## src/rtl/prog_loader.sv

```systemverilog
// rtl/prog_loader.sv - byte-stream boot loader that fills instruction memory and then releases the core
// Defining CHECKSUM_EN adds a trailing checksum byte that must bring the 8-bit stream sum to zero.
module prog_loader #(
  parameter int DEPTH = 64,
  parameter int AW    = 6
) (
  input  logic          CLK,
  input  logic          reset,
  input  logic          in_valid,
  input  logic [7:0]    in_data,
  output logic          in_ready,
  output logic          wr_en,
  output logic [AW-1:0] wr_addr,
  output logic [31:0]   wr_data,
  output logic          cpu_reset,
  output logic          done,
  output logic          err
);

  typedef enum logic [2:0] {LEN_LO, LEN_HI, DATA, CHK, DONE, ERR} state_t;

  state_t      state;
  logic [7:0]  len_lo;
  logic [15:0] n_words;
  logic [15:0] widx;
  logic [1:0]  byte_cnt;
  logic [23:0] word_buf;
  logic        release_q;
`ifdef CHECKSUM_EN
  logic [7:0]  sum;
`endif

  logic        accept;
  logic [15:0] n_in;

  assign accept = in_valid && in_ready;
  assign n_in   = {in_data, len_lo};

  always_ff @(posedge CLK or posedge reset) begin
    if (reset) begin
      state     <= LEN_LO;
      len_lo    <= 8'h00;
      n_words   <= 16'h0000;
      widx      <= 16'h0000;
      byte_cnt  <= 2'd0;
      word_buf  <= 24'h000000;
      release_q <= 1'b0;
      in_ready  <= 1'b0;
      wr_en     <= 1'b0;
      wr_addr   <= '0;
      wr_data   <= 32'h00000000;
      cpu_reset <= 1'b1;
      done      <= 1'b0;
      err       <= 1'b0;
`ifdef CHECKSUM_EN
      sum       <= 8'h00;
`endif
    end else begin
      wr_en    <= 1'b0;
      in_ready <= 1'b1;
`ifdef CHECKSUM_EN
      if (accept) sum <= sum + in_data;
`endif
      case (state)
        LEN_LO: begin
          if (accept) begin
            len_lo <= in_data;
            state  <= LEN_HI;
          end
        end
        LEN_HI: begin
          if (accept) begin
            n_words <= n_in;
            if (n_in > 16'(DEPTH)) begin
              state <= ERR;
              err   <= 1'b1;
            end else if (n_in != 16'd0) begin
              state <= DATA;
            end else begin
`ifdef CHECKSUM_EN
              state    <= CHK;
`else
              state    <= DONE;
              in_ready <= 1'b0;
`endif
            end
          end
        end
        DATA: begin
          if (accept) begin
            byte_cnt <= byte_cnt + 2'd1;
            case (byte_cnt)
              2'd0:    word_buf[7:0]   <= in_data;
              2'd1:    word_buf[15:8]  <= in_data;
              2'd2:    word_buf[23:16] <= in_data;
              default: begin
                wr_en   <= 1'b1;
                wr_addr <= widx[AW-1:0];
                wr_data <= {in_data, word_buf};
                widx    <= widx + 16'd1;
                if (widx + 16'd1 == n_words) begin
`ifdef CHECKSUM_EN
                  state    <= CHK;
`else
                  state    <= DONE;
                  in_ready <= 1'b0;
`endif
                end
              end
            endcase
          end
        end
`ifdef CHECKSUM_EN
        CHK: begin
          if (accept) begin
            if (sum + in_data == 8'h00) begin
              state    <= DONE;
              in_ready <= 1'b0;
            end else begin
              state <= ERR;
              err   <= 1'b1;
            end
          end
        end
`endif
        // release_q delays release by one more edge so the last write lands first
        DONE: begin
          in_ready  <= 1'b0;
          release_q <= 1'b1;
          if (release_q) begin
            done      <= 1'b1;
            cpu_reset <= 1'b0;
          end
        end
        ERR: begin
          err <= 1'b1;
        end
        default: begin
          state <= ERR;
          err   <= 1'b1;
        end
      endcase
    end
  end

endmodule

```

## config.mk

```make
export PLATFORM = sky130hd
export DESIGN_NAME = prog_loader
export DESIGN_NICKNAME = d
export VERILOG_FILES = /design/src/rtl/prog_loader.sv
export SDC_FILE = /design/constraint.sdc
export NUM_CORES = 1
export LEC_CHECK = 0
export BUFFER_PORTS_ARGS = -buffer_cell sky130_fd_sc_hd__buf_2
export CAP_MARGIN = 30
export CORE_MARGIN = 2
export CORE_UTILIZATION = 40
export CTS_CLUSTER_SIZE = 8
export DETAILED_ROUTE_END_ITERATION = 16
export GPL_TIMING_DRIVEN = 1
export PLACE_DENSITY = 0.55
export SLEW_MARGIN = 0
export SYNTH_ARGS = -nofsm -noshare
export SYNTH_HDL_FRONTEND = slang
export SYNTH_SLANG_ARGS = --single-unit
```

## constraint.sdc

```tcl
create_clock -name CLK -period 5.02 [get_ports CLK]
set_clock_uncertainty 0.2 [all_clocks]
set_input_delay 1.004 -clock CLK [delete_from_list [all_inputs] [get_ports CLK]]
set_output_delay 1.004 -clock CLK [all_outputs]
set_load 0.02 [all_outputs]
```

# Word-level counts from Yosys, hierarchy flattened
# Index checks and enable logic that the tools add are counted.
# word_totals
ff_bits,113
inputBits,11
output_inout_bits,43
word_cells,73
# classes
addsub,2
order_cmp,1
eq_ne,13
muxes,21
bitwise_logic,3
n_reduce_logical,17
# ops
op,n
$mux W3,7
$add A16 B1 Y16 const B,1
$eq A16 B16 Y1,1
$gt A16 B7 Y1 const B,1
$reduce_bool A16 Y1,1
$reduce_and A3 Y1,5
$ne A2 B2 Y1 const B,6
$pmux W3 S4,1
$mux W1,11
$reduce_and A2 Y1,4
$eq A3 B3 Y1 const B,2
$reduce_and A6 Y1,1
$reduce_or A3 Y1,2
$eq A3 B1 Y1 const B,1
$eq A3 B2 Y1 const B,1
$logic_not A3 Y1,1
$not A1 Y1,3
$pmux W1 S3,1
$add A2 B1 Y2 const B,1
$eq A2 B1 Y1 const B,1
$eq A2 B2 Y1 const B,1
$logic_not A2 Y1,1
$pmux W1 S2,1
$reduce_or A2 Y1,1
$logic_and A1 B1 Y1,1

# Depth between registers and ports, before layout
# depth
ltp_word,6
depth_mapped,8

# Worst setup path after synthesis
# No wires, ideal clock.
# synth_timing
kind,input to register
start,input in_valid
end,register n_words[15]
setup_ns,0.125
arrival_ns,2.254
setup_slack_ns,2.441
cell_stages,4
path_cell_list,nand3_1 -> nor3_2 -> clkbuf_1 -> mux2_2
# synth_via
elab_chain_len,2
# synth_lines
element,line,source
from (decl),9,"input logic in_valid,"
$logic_and A1 B1 Y1,36,assign accept = in_valid && in_ready;
$reduce_and A2 Y1 (no line),-,
to (signal assigned),73,n_words <= n_in;
to (decl),24,logic [15:0] n_words;
# Every way passes these cells.
# A chain may end at the register's enable or synchronous reset.

# Final worst setup path
# layout_timing
start,register widx[0]
end,register state[1]
# layout_via
elab_chain_len,4
# layout_lines
element,line,source
from (decl),25,logic [15:0] widx;
from (signal assigned),100,widx <= widx + 16'd1;
$add A16 B1 Y16,101,if (widx + 16'd1 == n_words) begin
$eq A16 B16 Y1,101,
$ne A2 B2 Y1 (no line),-,
$reduce_and A6 Y1 (no line),-,
to (signal assigned),83,state <= DONE;
to (signal assigned),105,state <= DONE;
to (signal assigned),139,state <= ERR;
to (decl),22,state_t state;
# Every way passes these cells.

==> impl_metrics.toml <==
[worst_setup_path]
crit_path_top_delay_cell = "a2111oi_2"
crit_buf_inv = 0
crit_chain = "ha_1 -> nand3_2 -> or3_1 -> o31ai_2 -> nand4_1 -> a2111oi_2 -> o21ai_0"
crit_start = "widx[0]"
cp.depth = 7
r2r_cells = 7
crit_type = "reg -> reg"
crit_family = "compound AO/OA/AOI/OAI gates"
r2r-start = "widx[0]"
crit_path_max_fanout = 10
critPathRequiredTime_ps = 5080
reg2reg_to = "state[1]"
cp-start-kind = "flop"
r2r_slack_ps = 2140
worst_setup_path_end_kind = "flop"
arrival_ps = 2950
endpoint = "state[1]"
slowest_delay_ps = 510

[pwr]
p_comb_frac = 0.017
irDropWorstVdd_uv = 187.9
netSwitchingFraction = 0.1996
clock_power_share = 0.574
seqPwrFrac = 0.410
p_per_area_nw_per_um2 = 367.0
total_power_w = 0.002226
p_switching_w = 0.0004443
power.internal_w = 0.001782
p_leak_nw = 3.142

[synth]
syn_area_per_cell_um2 = 10.75
synthXorXnorAreaFrac = 0.06130
syn-num-nets = 481
synth_fa_ha_area_frac = 0.01251
synth_compound_area_frac = 0.05004
ys_seq_area_frac = 0.5657
synth-simple-area-share = 0.1784
ys_seq_elements = 113
async_flop_share = 1.000
syn_area_um2 = 5001
synth_top_area_frac = 0.5604
yosys.area.top_type = "dfrtp_1"
synth-edff-count = 0
synth_area_leaders = "dfrtp_1 (56%), mux2_2 (11%), nand2_1 (9.8%)"
ys.flop_type = "dfrtp_1"
synth_top_family_by_area = "simple AND/OR/NAND/NOR gates"
yosysUniqueCellTypes = 45
ys.warnings.count = 0
synth_mux_area_frac = 0.1081
netlist_instances = 465

[clock_tree]
cts_tree = "yes"
postCtsSetupBuffers = 0
clkTransAtPathRegs_ps = 50
cts_sinks = 113
cts_hold_buf = 0
numCtsBuffers = 17
h-tree-depth = 4
clk_path_buf_depth = 2
clkLatencyLatePin_ps = 410
post_cts_resized = 0
cts-root-buf = "clkbuf_16"

[drt]
vias_per_cell = 5.060
wire_per_inst_um = 16.05
vias = 3552
first_pass_iters = 5
drc = 0
routed_wl_um = 11260
drtIter0Drc = 155
postRouteAntennaNets = 0

[grt]
grt_util_all_layers = 0.1870
grt_start_max_net_pins = 68
grt_pass1_vias = 3644
overflow = 0
antenna_found_initial = 0
grt_pass1_wl_um = 18870

[die]
rows = 40
start_util = 0.4129
io_pins = 54
core_area_um2 = 12110
fp.dieH_um = 115.8
die_w_um = 115.8
dieArea_um2 = 13410

[final_layout]
diodes = 0
fin_util = 0.5008
fin_nets = 538
final_common_cell = "nand2_1"
nFillCells = 1142
final_area_um2 = 6066
syn_to_final_growth_pct = 21.29
layout_common_cells = "nand2_1 (131), dfrtp_1 (112), buf_2 (53)"
drive_gt1_frac = 0.2753

[timing]
fmax_ghz = 0.3469
maxSlewHeadroom = 0.4336
final-hold-violation-count = 0
holdWs_ps = 239.0
drv_slew = 0
period_minus_slack_ps = 2883
finalSetupViolCount = 0
rsz0062_at_grt = "no"
finalSetupTns_ps = 0
worstMarginPinSlew_ps = 849.5
post-route-period-util = 0.5743

[placement]
hpwl_um = 7512
placedInstanceArea_um2 = 5439
gp_congestion = 0.7712
port_buffers = 53

[min_path]
hold_class = "reg -> reg"

[run_status]
status = "complete, no violations"

[job]
drv_cap = 0
power by group through the flow:
stage / Sequential, W / Clock (W) / Combinational, W
6_report: 0.000912 / 0.00128 / 0.0000370
5_1_grt: 0.000911 / 0.00134 / 0.0000427
4_1_cts: 0.000912 / 0.00129 / 0.0000396
3_5_place_dp: 0.000927 / 0 / 0.0000395
3_3_place_gp: 0.000927 / 0 / 0.0000385
2_1_floorplan: 0.000928 / 0 / 0.0000158
layer usage:
metal,GRT usage,vias to the layer above,share of wire
met5,0,-,0
met4,0.07698,0,0.022
met2,0.2936,73,0.47
met3,0.04707,22,0.038
li1,-,1686,-
met1,0.2494,1771,0.47
cell type report:
class | count | area, um2 | share of cell area
clock buffers | 21 | 470.5 | 0.07756
clock inverters | 10 | 156.4 | 0.02578
inverters | 10 | 40.04 | 0.006601
multi-input cells | 322 | 2057 | 0.3391
flip-flops and latches | 113 | 2829 | 0.4664
well taps | 168 | 210.2 | 0.03465
repair buffers | 58 | 302.8 | 0.04992
cell usage after synthesis (5+ instances only):
cell type and number:
nor4_1 8, o21ai_0 8, clkbuf_1 11, nand2b_1 5
nand4_1 6, nor2_1 13, inv_1 10, nand3_1 15
buf_2 5, nor3_1 11, dfrtp_1 112, xnor2_1 25
nand2_1 131, xor2_1 10, mux2_2 48, ha_1 5
worst min path at each step:
stage,from,endpoint,slack (ps),depth (start not counted)
global route,cpu_reset,cpu_reset,250,2
detailed placement,cpu_reset,cpu_reset,230,2
CTS,cpu_reset,cpu_reset,240,2
global placement,cpu_reset,cpu_reset,230,2
finish,cpu_reset,cpu_reset,240,2
floorplan,release_q,cpu_reset,220,1
tightest hold or removal path, stage by stage (launching register included):
cell	delay, ps
dfstp_2	360
inv_1	40
a31oi_1	30
per-stage QoR:
stage	cells	setup slack [ps]
CTS	702	2196
global route	702	2014
detailed placement	671	2010
floorplan	465	830.3
finish	702	2137
global placement	671	2040
kinds of logic (layout without fill, tap and decap cells):
logic type               count (synthesis)  count (layout)
AO/OA/AOI/OAI                           34              34
adder cells (fa/ha/maj)                  5               5
XOR/XNOR                                35              35
flip-flops                             113             113
multiplexers                            48              48
buffers and inverters                   30              99
AND/OR/NAND/NOR                        200             200
sequential cells by signal, summed over array words and instances, names as in the netlist:
register   count
wr_en          1
byte_cnt       2
wr_addr        6
cpu_reset      1
done           1
err            1
in_ready       1
release_q      1
widx          16
n_words       16
len_lo         8
wr_data       32
word_buf      24
state          3
Note: power is estimated with default switching activity, not from simulation.
